### config.mk
export PLATFORM = sky130hd
export DESIGN_NAME = pipe_hazard_unit
export DESIGN_NICKNAME = d
export VERILOG_FILES = /design/src/rtl/proc_pkg.sv /design/src/rtl/pipe_hazard_unit_long_op_scoreboard.sv /design/src/rtl/pipe_hazard_unit.sv
export SDC_FILE = /design/constraint.sdc
export NUM_CORES = 1
export LEC_CHECK = 0
export ABC_AREA = 0
export BUFFER_PORTS_ARGS = -buffer_cell sky130_fd_sc_hd__buf_4
export CORE_ASPECT_RATIO = 0.75
export CORE_MARGIN = 3
export CORE_UTILIZATION = 41
export DETAILED_ROUTE_END_ITERATION = 10
export GPL_ROUTABILITY_DRIVEN = 0
export PLACE_DENSITY_LB_ADDON = 0.08
export SLEW_MARGIN = 20
export SYNTH_ARGS = -nofsm -noshare
export SYNTH_HDL_FRONTEND = slang
export SYNTH_SLANG_ARGS = --single-unit
### constraint.sdc
create_clock -name clk_i -period 3.4 [get_ports clk_i]
set_clock_uncertainty 0.1 [all_clocks]
set_input_delay 0.34 -clock clk_i [delete_from_list [all_inputs] [get_ports clk_i]]
set_output_delay 0.34 -clock clk_i [all_outputs]
set_load 0.03 [all_outputs]
### src/rtl/proc_pkg.sv
// Shared pipeline types: forwarding-select encoding and the per-stage hazard record.
package proc_pkg;

    localparam int HZ_RD_W = 5;

    typedef enum logic [1:0] {
        FWD_NONE = 2'd0,
        FWD_X    = 2'd1,
        FWD_M    = 2'd2,
        FWD_W    = 2'd3
    } fwd_sel_t;

    typedef struct packed {
        logic               valid;
        logic [HZ_RD_W-1:0] rd;
        logic               we;
        logic               ready;
        logic               is_long;
    } hz_stage_t;

endpackage

### src/rtl/pipe_hazard_unit_long_op_scoreboard.sv
// Pending-register scoreboard and outstanding-count tracker for long-latency (mul/div) results.
module long_op_scoreboard
    import proc_pkg::*;
#(
    parameter int NUM_REGS     = 32,
    parameter int REG_ADDR_W   = 5,
    parameter int MAX_LONG_OPS = 2
) (
    input  logic                  clk_i,
    input  logic                  rst_n_i,
    input  logic                  set_i,
    input  logic [REG_ADDR_W-1:0] set_rd_i,
    input  logic                  inc_i,
    input  logic                  done_i,
    input  logic [REG_ADDR_W-1:0] done_rd_i,
    input  logic [REG_ADDR_W-1:0] look_rs1_i,
    input  logic [REG_ADDR_W-1:0] look_rs2_i,
    input  logic [REG_ADDR_W-1:0] look_rd_i,
    output logic                  pend_rs1_o,
    output logic                  pend_rs2_o,
    output logic                  pend_rd_o,
    output logic [2:0]            long_cnt_o,
    output logic                  long_busy_o,
    output logic                  err_o
);

    logic [NUM_REGS-1:0] pending_q, pending_d;
    logic [2:0]          cnt_q, cnt_d;
    logic                err_q, err_d;
    logic                done_ok;

    always_comb begin
        pending_d = pending_q;
        cnt_d     = cnt_q;
        err_d     = err_q;
        done_ok   = done_i && (done_rd_i != '0) && pending_q[done_rd_i];
        if (done_i && !done_ok) begin
            err_d = 1'b1;
        end
        // Clear before set so a retiring register can be reclaimed by a newly committed op.
        if (done_ok) begin
            pending_d[done_rd_i] = 1'b0;
        end
        if (set_i) begin
            pending_d[set_rd_i] = 1'b1;
        end
        case ({inc_i, done_ok})
            2'b10:   cnt_d = cnt_q + 3'd1;
            2'b01:   cnt_d = cnt_q - 3'd1;
            default: cnt_d = cnt_q;
        endcase
    end

    always_ff @(posedge clk_i or negedge rst_n_i) begin
        if (!rst_n_i) begin
            pending_q <= '0;
            cnt_q     <= '0;
            err_q     <= 1'b0;
        end else begin
            pending_q <= pending_d;
            cnt_q     <= cnt_d;
            err_q     <= err_d;
        end
    end

    assign pend_rs1_o  = pending_q[look_rs1_i];
    assign pend_rs2_o  = pending_q[look_rs2_i];
    assign pend_rd_o   = pending_q[look_rd_i];
    assign long_cnt_o  = cnt_q;
    assign long_busy_o = (cnt_q == 3'(MAX_LONG_OPS));
    assign err_o       = err_q;

endmodule

### src/rtl/pipe_hazard_unit.sv
// Hazard/forwarding unit: tracks X/M/W results, picks forwarding sources, and raises stalls.
module pipe_hazard_unit
    import proc_pkg::*;
#(
    parameter int NUM_REGS     = 32,
    parameter int REG_ADDR_W   = 5,
    parameter int FWD_EN       = 1,
    parameter int MAX_LONG_OPS = 2
) (
    input  logic                  clk_i,
    input  logic                  rst_n_i,
    input  logic                  d_valid_i,
    input  logic [REG_ADDR_W-1:0] d_rs1_i,
    input  logic [REG_ADDR_W-1:0] d_rs2_i,
    input  logic                  d_rs1_used_i,
    input  logic                  d_rs2_used_i,
    input  logic [REG_ADDR_W-1:0] d_rd_i,
    input  logic                  d_rd_we_i,
    input  logic                  d_is_load_i,
    input  logic                  d_is_long_i,
    input  logic                  flush_i,
    input  logic                  hold_i,
    input  logic                  long_done_i,
    input  logic [REG_ADDR_W-1:0] long_done_rd_i,
    output logic                  stall_o,
    output logic                  issue_o,
    output logic [1:0]            fwd_rs1_sel_o,
    output logic [1:0]            fwd_rs2_sel_o,
    output logic                  long_busy_o,
    output logic                  err_o
);

    hz_stage_t  x_q, m_q, w_q, x_d, m_d, w_d;
    logic [2:0] rs1_chk, rs2_chk, long_cnt;
    logic       pend_rs1, pend_rs2, pend_rd, long_limit, any_stall, adv_long;

    // Returns {stall, fwd_sel}; the youngest matching stage alone decides.
    function automatic logic [2:0] src_check(input logic used, input logic [HZ_RD_W-1:0] rs,
                                             input hz_stage_t x, input hz_stage_t m,
                                             input hz_stage_t w);
        if (!used || rs == '0) return {1'b0, FWD_NONE};
        if (x.valid && x.we && x.rd == rs)
            return (FWD_EN != 0 && x.ready) ? {1'b0, FWD_X} : {1'b1, FWD_NONE};
        if (m.valid && m.we && m.rd == rs)
            return (FWD_EN != 0 && m.ready) ? {1'b0, FWD_M} : {1'b1, FWD_NONE};
        if (w.valid && w.we && w.rd == rs)
            return (FWD_EN != 0 && w.ready) ? {1'b0, FWD_W} : {1'b1, FWD_NONE};
        return {1'b0, FWD_NONE};
    endfunction

    always_comb begin
        rs1_chk    = src_check(d_rs1_used_i, HZ_RD_W'(d_rs1_i), x_q, m_q, w_q);
        rs2_chk    = src_check(d_rs2_used_i, HZ_RD_W'(d_rs2_i), x_q, m_q, w_q);
        long_limit = d_is_long_i &&
                     (({1'b0, long_cnt} + 4'(x_q.valid & x_q.is_long)) >= 4'(MAX_LONG_OPS));
        any_stall  = rs1_chk[2] | rs2_chk[2] | (d_rs1_used_i & pend_rs1) |
                     (d_rs2_used_i & pend_rs2) | (d_rd_we_i & pend_rd) | long_limit;
        stall_o    = d_valid_i & any_stall & ~flush_i;
        issue_o    = d_valid_i & ~stall_o & ~flush_i & ~hold_i;
        fwd_rs1_sel_o = rs1_chk[1:0];
        fwd_rs2_sel_o = rs2_chk[1:0];
    end

    // A flush kills the op sitting in X, so it never reaches M or the scoreboard.
    always_comb begin
        x_d      = x_q;
        m_d      = m_q;
        w_d      = w_q;
        adv_long = ~hold_i & ~flush_i & x_q.valid & x_q.is_long;
        if (!hold_i) begin
            w_d       = m_q;
            m_d       = x_q;
            m_d.ready = ~x_q.is_long;
            if (flush_i) begin
                m_d = '0;
            end
            x_d = '0;
            if (issue_o) begin
                x_d.valid   = 1'b1;
                x_d.rd      = HZ_RD_W'(d_rd_i);
                x_d.we      = d_rd_we_i & (d_rd_i != '0);
                x_d.ready   = ~d_is_load_i & ~d_is_long_i;
                x_d.is_long = d_is_long_i;
            end
        end
    end

    always_ff @(posedge clk_i or negedge rst_n_i) begin
        if (!rst_n_i) begin
            x_q <= '0;
            m_q <= '0;
            w_q <= '0;
        end else begin
            x_q <= x_d;
            m_q <= m_d;
            w_q <= w_d;
        end
    end

    long_op_scoreboard #(
        .NUM_REGS     (NUM_REGS),
        .REG_ADDR_W   (REG_ADDR_W),
        .MAX_LONG_OPS (MAX_LONG_OPS)
    ) u_sb (
        .clk_i       (clk_i),
        .rst_n_i     (rst_n_i),
        .set_i       (adv_long & x_q.we),
        .set_rd_i    (x_q.rd[REG_ADDR_W-1:0]),
        .inc_i       (adv_long),
        .done_i      (long_done_i),
        .done_rd_i   (long_done_rd_i),
        .look_rs1_i  (d_rs1_i),
        .look_rs2_i  (d_rs2_i),
        .look_rd_i   (d_rd_i),
        .pend_rs1_o  (pend_rs1),
        .pend_rs2_o  (pend_rs2),
        .pend_rd_o   (pend_rd),
        .long_cnt_o  (long_cnt),
        .long_busy_o (long_busy_o),
        .err_o       (err_o)
    );

endmodule
==> key figures <==
Outcome
  – Status: finished, final reports clean

Routing
  – Routed len/inst: 23.4 µm
  – Antenna-violating nets left: 0
  – Routed vias/inst: 6.39
  – Routed vias: 3602
  – First drt pass iteration count: 5
  – Residual DRC count: 0
  – Total routed wirelength: 13200 µm
  – 1st-iter DRT viols: 459

Timing
  – Final period util: 96.5%
  – Unrepaired setup endpoints after global routing: false
  – Setup TNS: 0 ps
  – Slew Viols, Final: 0
  – Final Hold Vio Count: 0
  – Fin crit period: 3280 ps
  – Worst-margin pin slew: 822 ps
  – WHS: 2.55 ps
  – Setup violations, final: 0
  – Setup WS post-layout: 120 ps
  – Relative slew slack: 45.2%
  – FMAX: 305 MHz

Power and ir drop
  – Pwr Total: 1.81 mW
  – Clock network power share: 46.6%
  – Maximum vdd drop: 0.232 mV
  – Sw Pwr: 0.467 mW
  – Switching share of power: 25.7%
  – Logic gate share of total power: 11.7%
  – Internal: 1.35 mW
  – P_leak: 2.08 nW
  – Share of total power in sequential cells: 41.7%
  – P per Cell Area: 366 nW/µm²

Logic synthesis
  – Synthesized Nets: 436
  – Synth warn: 0
  – Post-synthesis sequential area ratio: 35.6%
  – Flops & latches, synth: 61
  – FFs w/ async S/R, synth: 100%
  – Area leader, netlist: dfrtp_1
  – Post-Syn Area: 4290 µm²
  – Syn Inst Count: 401
  – Netlist cell types: 54
  – Post-synth EDFFs: 0
  – Yosys top cell area share: 35.6%
  – Synth area leaders: dfrtp_1, mux4_2, o21ai_0
  – Top_reg_cell synth: dfrtp_1
  – Syn Area/Cell: 10.7 µm²

Clock tree
  – Longest Clk Path Bufs: 2
  – Postcts setup bufs: 0
  – Clock sink count: 61
  – Clk_lat worst skew: 340 ps
  – CTS buffer count: 9
  – TritonCTS clock tree: built
  – H-tree levels: 3
  – Clock-pin slew on the worst setup and hold paths: 50 ps
  – CTS root buffer: clkbuf_16

Die
  – Core Region: 9930 µm²
  – Die Y: 94.6 µm
  – Total die area: 11700 µm²
  – Initial Utilization: 43.2%
  – # IOs: 39
  – Rows: 31
  – Die width: 124 µm

Critical path
  – CP max stage delay: 550 ps
  – Worst path slowest cell: or4_4
  – Worst r2r src: u_sb.pending_q[4]
  – Critical Path Sink Type: output port
  – Crit path launch: u_sb.pending_q[4]
  – Worst reg2reg path depth: 7
  – CP max FO: 5
  – WP data required: 2960 ps
  – CP cell instances: mux4_1, mux4_2, nor2_1, a211oi_1, or4_4, nor3_4, buf_6
  – Worst Setup EP: issue_o
  – FF-to-FF setup slack: 580 ps
  – Worst Setup Start Kind: register
  – Setup CP Type: register to output port
  – Worst r2r dst: x_q[3]
  – Worst EP arrival: 2840 ps

Cells and area
  – Final Instance Area: 4950 µm²
  – Most frequent cells in the layout: o21ai_0, dfrtp_1, buf_4
  – Area delta synth->final: 15.3%
  – # diodes: 0
  – Nets: 464
  – Commonest non-fill, non-tap cell in the layout: o21ai_0
  – Filler cells: 933
  – Ratio of cells with drive above 1 in the final layout: 27.1%

Placement
  – Place WS: 329 ps
  – Number of buffers added on ports: 38
  – Placed cell areas: 4660 µm²
  – Post-DP HPWL: 9380 µm

Global routing
  – First-pass GRT wire length: 21200 µm
  – Vias in the first global route: 3556
  – Total Routing Usage GR: 24.6%
  – Grt ovf: 0
  – Largest net degree at the start of global routing: 62
  – Antenna violations before repair: 0

Flow run
  – Max-cap viol count: 0

Worst hold path
  – Worst min path class: primary input to asynchronous set/reset pin
[sequential cells by signal (all words and copies together), names as in the netlist]
name and flops:
x_q 9, u_sb.err_o 1, u_sb.pending_q 32, u_sb.long_cnt_o 3
w_q 8, m_q 8
[critical path, delay by kind of cell, from the launching register on]
kind | cells | cell delay [ps]
AOI/OAI and AO/OA | 1 | 70
muxes | 2 | 1000
and+or+nand+nor | 3 | 830
buffers and inverters | 1 | 150
DFF | 1 | 460
[cell type report]
class	count	area (µm²)	share of cell area, %
tap	132	165	3.34
clock inverter	2	10.0	0.202
inverter	5	18.8	0.379
clock buffer	12	256	5.18
multi-input combinational	307	2620	53.0
sequential	61	1530	31.0
timing repair buffer	45	342	6.90
[cell usage after synthesis (2+ instances only)]
cell type	count
clkbuf_1	19
a211oi_1	5
mux2_2	10
and2_1	3
inv_1	5
or4_1	2
nand2b_1	3
or3b_2	3
and3b_1	2
buf_1	3
nand4b_1	2
nand3b_1	8
o21ai_0	69
nand3_1	9
nor4_1	6
xor2_1	23
ha_1	3
a32o_1	2
buf_2	3
a32oi_1	2
mux2i_1	7
mux4_2	28
nand4_1	3
buf_6	3
nor3_1	5
a22o_1	7
o31ai_2	7
a21oi_1	6
nor2_1	15
or3_1	3
nor2b_1	4
xnor2_1	10
a31oi_1	2
mux4_1	6
dfrtp_1	61
nand2_1	31
nor3b_1	3
a22oi_1	2
[how the worst min path moves through the flow]
stage,from,to,cells after the start
3_3_place_gp,x_q[0],m_q[1],1
5_1_grt,rst_n_i,u_sb.pending_q[6],1
4_1_cts,rst_n_i,u_sb.pending_q[4],1
6_report,rst_n_i,u_sb.pending_q[5],1
2_1_floorplan,rst_n_i,m_q[1],0
3_5_place_dp,x_q[0],m_q[1],1
[power by group through the flow]
stage	clock [mW]	combinational (mW)	sequential [mW]
after CTS	0.855	0.212	0.755
after detailed placement	0	0.211	0.767
after global routing	0.898	0.235	0.756
final	0.846	0.212	0.755
after global placement	0	0.208	0.767
after floorplan	0	0.134	0.759
[kinds of logic after synthesis]
kind of cell	count (synthesis)	share of synthesized area, %
adder cells (fa/ha/maj)	4	1.34
AND/OR/NAND/NOR	108	13.8
AO/OA/AOI/OAI	111	16.5
flip-flops	61	35.6
buffers and inverters	33	3.50
multiplexers	51	22.6
XOR/XNOR	33	6.73
[metrics by stage]
step	utilization, %	instances
6_report	49.8	564
5_1_grt	49.8	564
4_1_cts	49.7	564
3_5_place_dp	47.0	550
3_3_place_gp	47.0	550
2_1_floorplan	-	401
[routing by layer]
metal	GRT usage, %	vias up	wire [µm]
li1	-	1586	-
met3	9.10	32	1560
met1	37.1	1765	6030
met2	32.9	219	5310
met5	0	-	0
met4	6.75	0	303
[repair_timing]
action	in CTS	in global routing
hold buffers	0	0
setup endpoints to repair	0	1
resized for setup	0	8
No activity file was read; power rests on OpenSTA's default activity.
